### config.mk
export PLATFORM = sky130hd
export DESIGN_NAME = mem_lsu
export DESIGN_NICKNAME = d
export VERILOG_FILES = /design/src/rtl/mem_lsu_pkg.sv /design/src/rtl/mem_lsu_load_ext.sv /design/src/rtl/mem_lsu.sv
export SDC_FILE = /design/constraint.sdc
export NUM_CORES = 1
export LEC_CHECK = 0
export BUFFER_PORTS_ARGS = -buffer_cell sky130_fd_sc_hd__buf_4
export CAP_MARGIN = 25
export CORE_MARGIN = 3
export CORE_UTILIZATION = 40
export CTS_CLUSTER_SIZE = 10
export DETAILED_ROUTE_END_ITERATION = 7
export PLACE_DENSITY = 0.66
export SLEW_MARGIN = 30
export SYNTH_ARGS = -nofsm -noshare
export SYNTH_HDL_FRONTEND = slang
export SYNTH_HIERARCHICAL = 1
export SYNTH_SLANG_ARGS = --single-unit
### constraint.sdc
create_clock -name clk -period 3.33 [get_ports clk]
set_clock_uncertainty 0.05 [all_clocks]
set_input_delay 0.4995 -clock clk [delete_from_list [all_inputs] [get_ports clk]]
set_output_delay 0.4995 -clock clk [all_outputs]
set_load 0.01 [all_outputs]
### src/rtl/mem_lsu_pkg.sv
// rtl/mem_lsu_pkg.sv - memory op encodings, access sizes and FSM states for the MEM-stage LSU
package mem_lsu_pkg;

  localparam logic [2:0] OP_LB  = 3'd0;
  localparam logic [2:0] OP_LBU = 3'd1;
  localparam logic [2:0] OP_LH  = 3'd2;
  localparam logic [2:0] OP_LHU = 3'd3;
  localparam logic [2:0] OP_LW  = 3'd4;
  localparam logic [2:0] OP_SB  = 3'd5;
  localparam logic [2:0] OP_SH  = 3'd6;
  localparam logic [2:0] OP_SW  = 3'd7;

  localparam logic [1:0] SIZE_B = 2'd0;
  localparam logic [1:0] SIZE_H = 2'd1;
  localparam logic [1:0] SIZE_W = 2'd2;

  typedef enum logic [1:0] {
    S_IDLE,
    S_ADDR,
    S_DATA,
    S_DONE
  } lsu_state_t;

  function automatic logic is_store(input logic [2:0] op);
    return (op == OP_SB) || (op == OP_SH) || (op == OP_SW);
  endfunction

  function automatic logic [1:0] op_size(input logic [2:0] op);
    case (op)
      OP_LB, OP_LBU, OP_SB: return SIZE_B;
      OP_LH, OP_LHU, OP_SH: return SIZE_H;
      default:              return SIZE_W;
    endcase
  endfunction

endpackage

### src/rtl/mem_lsu_load_ext.sv
// rtl/mem_lsu_load_ext.sv - little-endian lane select and sign/zero extension of load data
module mem_load_ext
  import mem_lsu_pkg::*;
(
  input  logic [2:0]  op,
  input  logic [1:0]  addr_lo,
  input  logic [31:0] rdata,
  output logic [31:0] data
);

  logic [7:0]  byte_lane;
  logic [15:0] half_lane;

  always_comb begin
    byte_lane = rdata[7:0];
    case (addr_lo)
      2'd1:    byte_lane = rdata[15:8];
      2'd2:    byte_lane = rdata[23:16];
      2'd3:    byte_lane = rdata[31:24];
      default: byte_lane = rdata[7:0];
    endcase
    half_lane = addr_lo[1] ? rdata[31:16] : rdata[15:0];

    // Stores fall into the default arm so the W stage never sees stale bus data.
    case (op)
      OP_LB:   data = {{24{byte_lane[7]}}, byte_lane};
      OP_LBU:  data = {24'd0, byte_lane};
      OP_LH:   data = {{16{half_lane[15]}}, half_lane};
      OP_LHU:  data = {16'd0, half_lane};
      OP_LW:   data = rdata;
      default: data = 32'd0;
    endcase
  end

endmodule

### src/rtl/mem_lsu.sv
// rtl/mem_lsu.sv - MEM-stage load/store unit: alignment check, req/addr_ok/data_ok bus FSM, pipeline stall
module mem_lsu
  import mem_lsu_pkg::*;
#(
  parameter int ADDR_W = 32
) (
  input  logic              clk,
  input  logic              rst,
  input  logic              mem_valid,
  input  logic [2:0]        mem_op,
  input  logic [ADDR_W-1:0] mem_addr,
  input  logic [ADDR_W-1:0] mem_wdata,
  input  logic              flush,
  input  logic              stall_in,
  output logic              stall_out,
  output logic [ADDR_W-1:0] load_data,
  output logic              load_valid,
  output logic              adel,
  output logic              ades,
  output logic [ADDR_W-1:0] bad_vaddr,
  output logic              data_req,
  output logic              data_wr,
  output logic [1:0]        data_size,
  output logic [ADDR_W-1:0] data_addr,
  output logic [ADDR_W-1:0] data_wdata,
  input  logic              data_addr_ok,
  input  logic              data_data_ok,
  input  logic [ADDR_W-1:0] data_rdata
);

  lsu_state_t        state, state_nx;
  logic              discard;
  logic [2:0]        op_q;
  logic [ADDR_W-1:0] addr_q;
  logic [ADDR_W-1:0] wdata_q;
  logic [1:0]        size_q;
  logic              wr_q;
  logic [ADDR_W-1:0] load_q;
  logic [ADDR_W-1:0] ext_data;
  logic [1:0]        req_size;
  logic              misalign;
  logic              is_idle;
  logic              start;
  logic              kill;

  assign req_size = op_size(mem_op);
  assign misalign = ((req_size == SIZE_H) && mem_addr[0]) ||
                    ((req_size == SIZE_W) && (mem_addr[1:0] != 2'b00));
  assign is_idle  = (state == S_IDLE);

  assign adel      = mem_valid & is_idle & misalign & ~is_store(mem_op);
  assign ades      = mem_valid & is_idle & misalign &  is_store(mem_op);
  assign bad_vaddr = (adel | ades) ? mem_addr : '0;
  assign start     = mem_valid & ~flush & ~adel & ~ades & is_idle;
  assign kill      = discard | flush;

  always_ff @(posedge clk or negedge rst) begin
    if (!rst) state <= S_IDLE;
    else      state <= state_nx;
  end

  always_comb begin
    state_nx   = state;
    data_req   = 1'b0;
    stall_out  = start;
    load_valid = 1'b0;
    case (state)
      S_IDLE: if (start) state_nx = S_ADDR;
      S_ADDR: begin
        // A flushed request is still held until accepted; the bus forbids retraction.
        data_req  = 1'b1;
        stall_out = 1'b1;
        if (data_addr_ok) state_nx = S_DATA;
      end
      S_DATA: begin
        stall_out = 1'b1;
        if (data_data_ok) state_nx = kill ? S_IDLE : S_DONE;
      end
      S_DONE: begin
        load_valid = ~is_store(op_q);
        if (!stall_in) state_nx = S_IDLE;
      end
      default: state_nx = S_IDLE;
    endcase
  end

  always_ff @(posedge clk or negedge rst) begin
    if (!rst) begin
      discard <= 1'b0;
      op_q    <= OP_LB;
      addr_q  <= '0;
      wdata_q <= '0;
      size_q  <= SIZE_B;
      wr_q    <= 1'b0;
      load_q  <= '0;
    end else begin
      if (start) begin
        op_q   <= mem_op;
        addr_q <= mem_addr;
        size_q <= req_size;
        wr_q   <= is_store(mem_op);
        case (req_size)
          SIZE_B:  wdata_q <= {4{mem_wdata[7:0]}};
          SIZE_H:  wdata_q <= {2{mem_wdata[15:0]}};
          default: wdata_q <= mem_wdata;
        endcase
      end
      if (state_nx == S_IDLE)
        discard <= 1'b0;
      else if (flush && ((state == S_ADDR) || (state == S_DATA)))
        discard <= 1'b1;
      if ((state == S_DATA) && data_data_ok && !kill)
        load_q <= ext_data;
    end
  end

  mem_load_ext u_load_ext (
    .op      (op_q),
    .addr_lo (addr_q[1:0]),
    .rdata   (data_rdata),
    .data    (ext_data)
  );

  assign load_data  = load_q;
  assign data_wr    = wr_q;
  assign data_size  = size_q;
  assign data_addr  = addr_q;
  assign data_wdata = wdata_q;

endmodule
==> run summary <==
Dpl cell area: 0.00744 mm^2
Max Transition Viols Final: 0
Drt wl/cell: 18.2 um
TritonCTS clock tree: yes
Asr flop ratio synth: 100%
Hold Buf Count CTS: 0
Grt ovf: 0
Vias: 4366
WHS: 0.151 ns
Pleak: 3.68 nW
Seq cells post-synth: 105
CP startpoint: mem_op[1]
Sink Count: 105
DR pass1 iterations: 4
Run status: finished, final reports clean
Sequential share of the synthesized area: 47.5%
Antenna fix cells: 0
Final setup viols: 0
Placer Congestion: 0.856
Seq. cell area: 0.00263 mm^2
Port bufs: 241
Slew HR: 51.7%
Startpoint types: input pin
Crit path DAT: 2.01 ns
Layout overhead on the synthesized area: 39.5%
Largest net degree at the start of global routing: 72
Power Density: 832 mW/mm^2
Crit path max fanout: 34
Die width: 124 um
Clock H-tree levels: 3
Detailed-route DRC error count: 0
Most frequent cells in the layout: 247 x buf_4, 129 x mux2_2, 105 x dfrtp_1
Post-synth design cell area: 0.00553 mm^2
# Post-CTS Setup Buffers: 0
Reg clk slew, reported paths: 0.07 ns
Yosys synthesis warning count: 6
Post-CTS resize count: 0
Cell row count: 42
Detail Route Antenna Nets: 0
Die extent in y: 124 um
HPWL after detailed placement: 11900 um
Commonest non-fill, non-tap cell in the layout: buf_4
Vias in the first global route: 4444
Yosys cell types: 46
Fin area: 0.00772 mm^2
Fmax: 391 MHz
CP Data Required Time: 2.78 ns
Max cap viols: 0
Antenna violations before repair: 0
Crit Path Class: input pin to primary output
Global-route usage over all layers: 20.0%
I/O pin total: 242
Area of the multi-input gates: 0.00270 mm^2
Initial core utilization: 41.3%
Peak VDD IR: 357 uV
Layout fillers: 1151
Core Box Area: 0.0134 mm^2
Maximum clock path buffer count: 2
Slew at the pin with the worst max-slew slack: 0.725 ns
Worst-Skew Late Latency: 0.34 ns
Die Area: 0.0153 mm^2
Post-Synthesis Cells: 436
Final Cycle Share: 76.8%
WL final: 15400 um
Root Buffer: clkbuf_16
Fin nets: 778
CP Capture Type: primary output
Synth Flop Type: dfrtp_1
Setup TNS: 0 ns
RSZ-0062 raised after global routing: false
Syn Area/Cell: 12.7 um^2
EDFF count, synth: 0
Final-report hold violation count: 0
Hold WC Path Type: input pin to asynchronous set/reset pin
Syn nets: 547
First-pass GRT wire length: 23700 um
Min Clock Period, post-route: 2.56 ns
DR vias/cell: 5.15
Num CTS Buffers: 9
Starting DRT DRC Count: 188
Share of layout cells above drive strength 1: 61.8%
Reg-to-Reg Start: data_addr[1]$_DFFE_PN0P_
## per-stage QoR
step | worst slack (ns) | cells | utilization, % | power [W]
after global routing | 0.609 | 847 | 57.6 | 0.00686
after global placement | 0.808 | 832 | 55.5 | 0.00539
after detailed placement | 0.775 | 832 | 55.5 | 0.00549
final | 0.772 | 847 | 57.6 | 0.00642
after floorplan | 1.03 | 436 | - | 0.00401
after CTS | 0.769 | 847 | 57.6 | 0.00652
## where the power goes
part	switching [W]	total, W	internal [W]
Sequential	0.000464	0.00234	0.00187
Combinational	0.00135	0.00308	0.00173
Clock	0.000463	0.00101	0.000544
Total	0.00228	0.00642	0.00415
## flip-flops by register name, summed over array words and instances (netlist names)
| register | flops |
|---|---|
| op_q | 3 |
| state | 2 |
| data_size | 2 |
| data_addr | 32 |
| discard | 1 |
| load_data | 32 |
| data_wr | 1 |
| data_wdata | 32 |
## path summary, 6_finish.rpt
check | end | slack, ns | cells after the start
max in group asynchronous | data_wdata[14]$_DFFE_PN0P_ | 2.20 | 2
min in group clk | data_addr[29]$_DFFE_PN0P_ | 0.34 | 2
max reg2reg | load_data[16]$_DFFE_PN0P_ | 1.02 | 4
min reg2reg | data_addr[6]$_DFFE_PN0P_ | 0.46 | 1
max | bad_vaddr[7] | 0.77 | 7
min | discard$_DFFE_PN0P_ | 0.15 | 1
## layer usage
layer | vias to the layer above | track usage [%] | wire [um]
met5 | - | 0 | 0
met4 | 0 | 6.71 | 204
met3 | 13 | 4.90 | 1280
met2 | 174 | 33.2 | 7640
met1 | 2133 | 25.7 | 6290
li1 | 2046 | - | -
## layout make-up
type / instances / area share [%]
well taps: 176 / 2.85
inverters: 6 / 0.292
flip-flops and latches: 105 / 34.0
clock inverters: 4 / 0.373
repair buffers: 248 / 24.3
clock buffers: 11 / 3.27
multi-input cells: 297 / 34.9
## worst max-delay path, cell delays in order
cell and delay (ns):
buf_4 0.17, nor2b_1 0.18, a221oi_4 0.37, and3_1 0.21
buf_4 0.27, and2_1 0.18, buf_4 0.11
## Yosys cell counts (2+ instances only)
cell type,instances,area [um^2]
mux2_2,129,1450
dfrtp_1,105,2630
and2_1,37,231
nand2_1,27,101
a21oi_1,18,90.1
buf_6,10,113
a32o_1,8,80.1
nor2_1,8,30.0
clkbuf_1,7,26.3
mux2i_1,7,70.1
inv_1,6,22.5
o21ai_0,6,30.0
a221o_2,5,56.3
a22oi_1,5,37.5
ha_1,5,62.6
nor2b_1,5,31.3
o221ai_1,5,43.8
buf_4,4,30.0
clkbuf_2,4,20.0
buf_2,3,15.0
nand2b_1,3,18.8
a22oi_4,2,42.5
nor3_4,2,32.5
nor3b_2,2,25.0
or3b_1,2,17.5
## kinds of logic after synthesis
group	count (synthesis)	share of synthesized area (%)
muxes	137	27.8
adders and majority gates	5	1.13
AOI/OAI and AO/OA	63	9.68
DFF	105	47.5
buffers and inverters	34	4.09
and+or+nand+nor	92	9.84
Power figures use the tool's default switching activity.
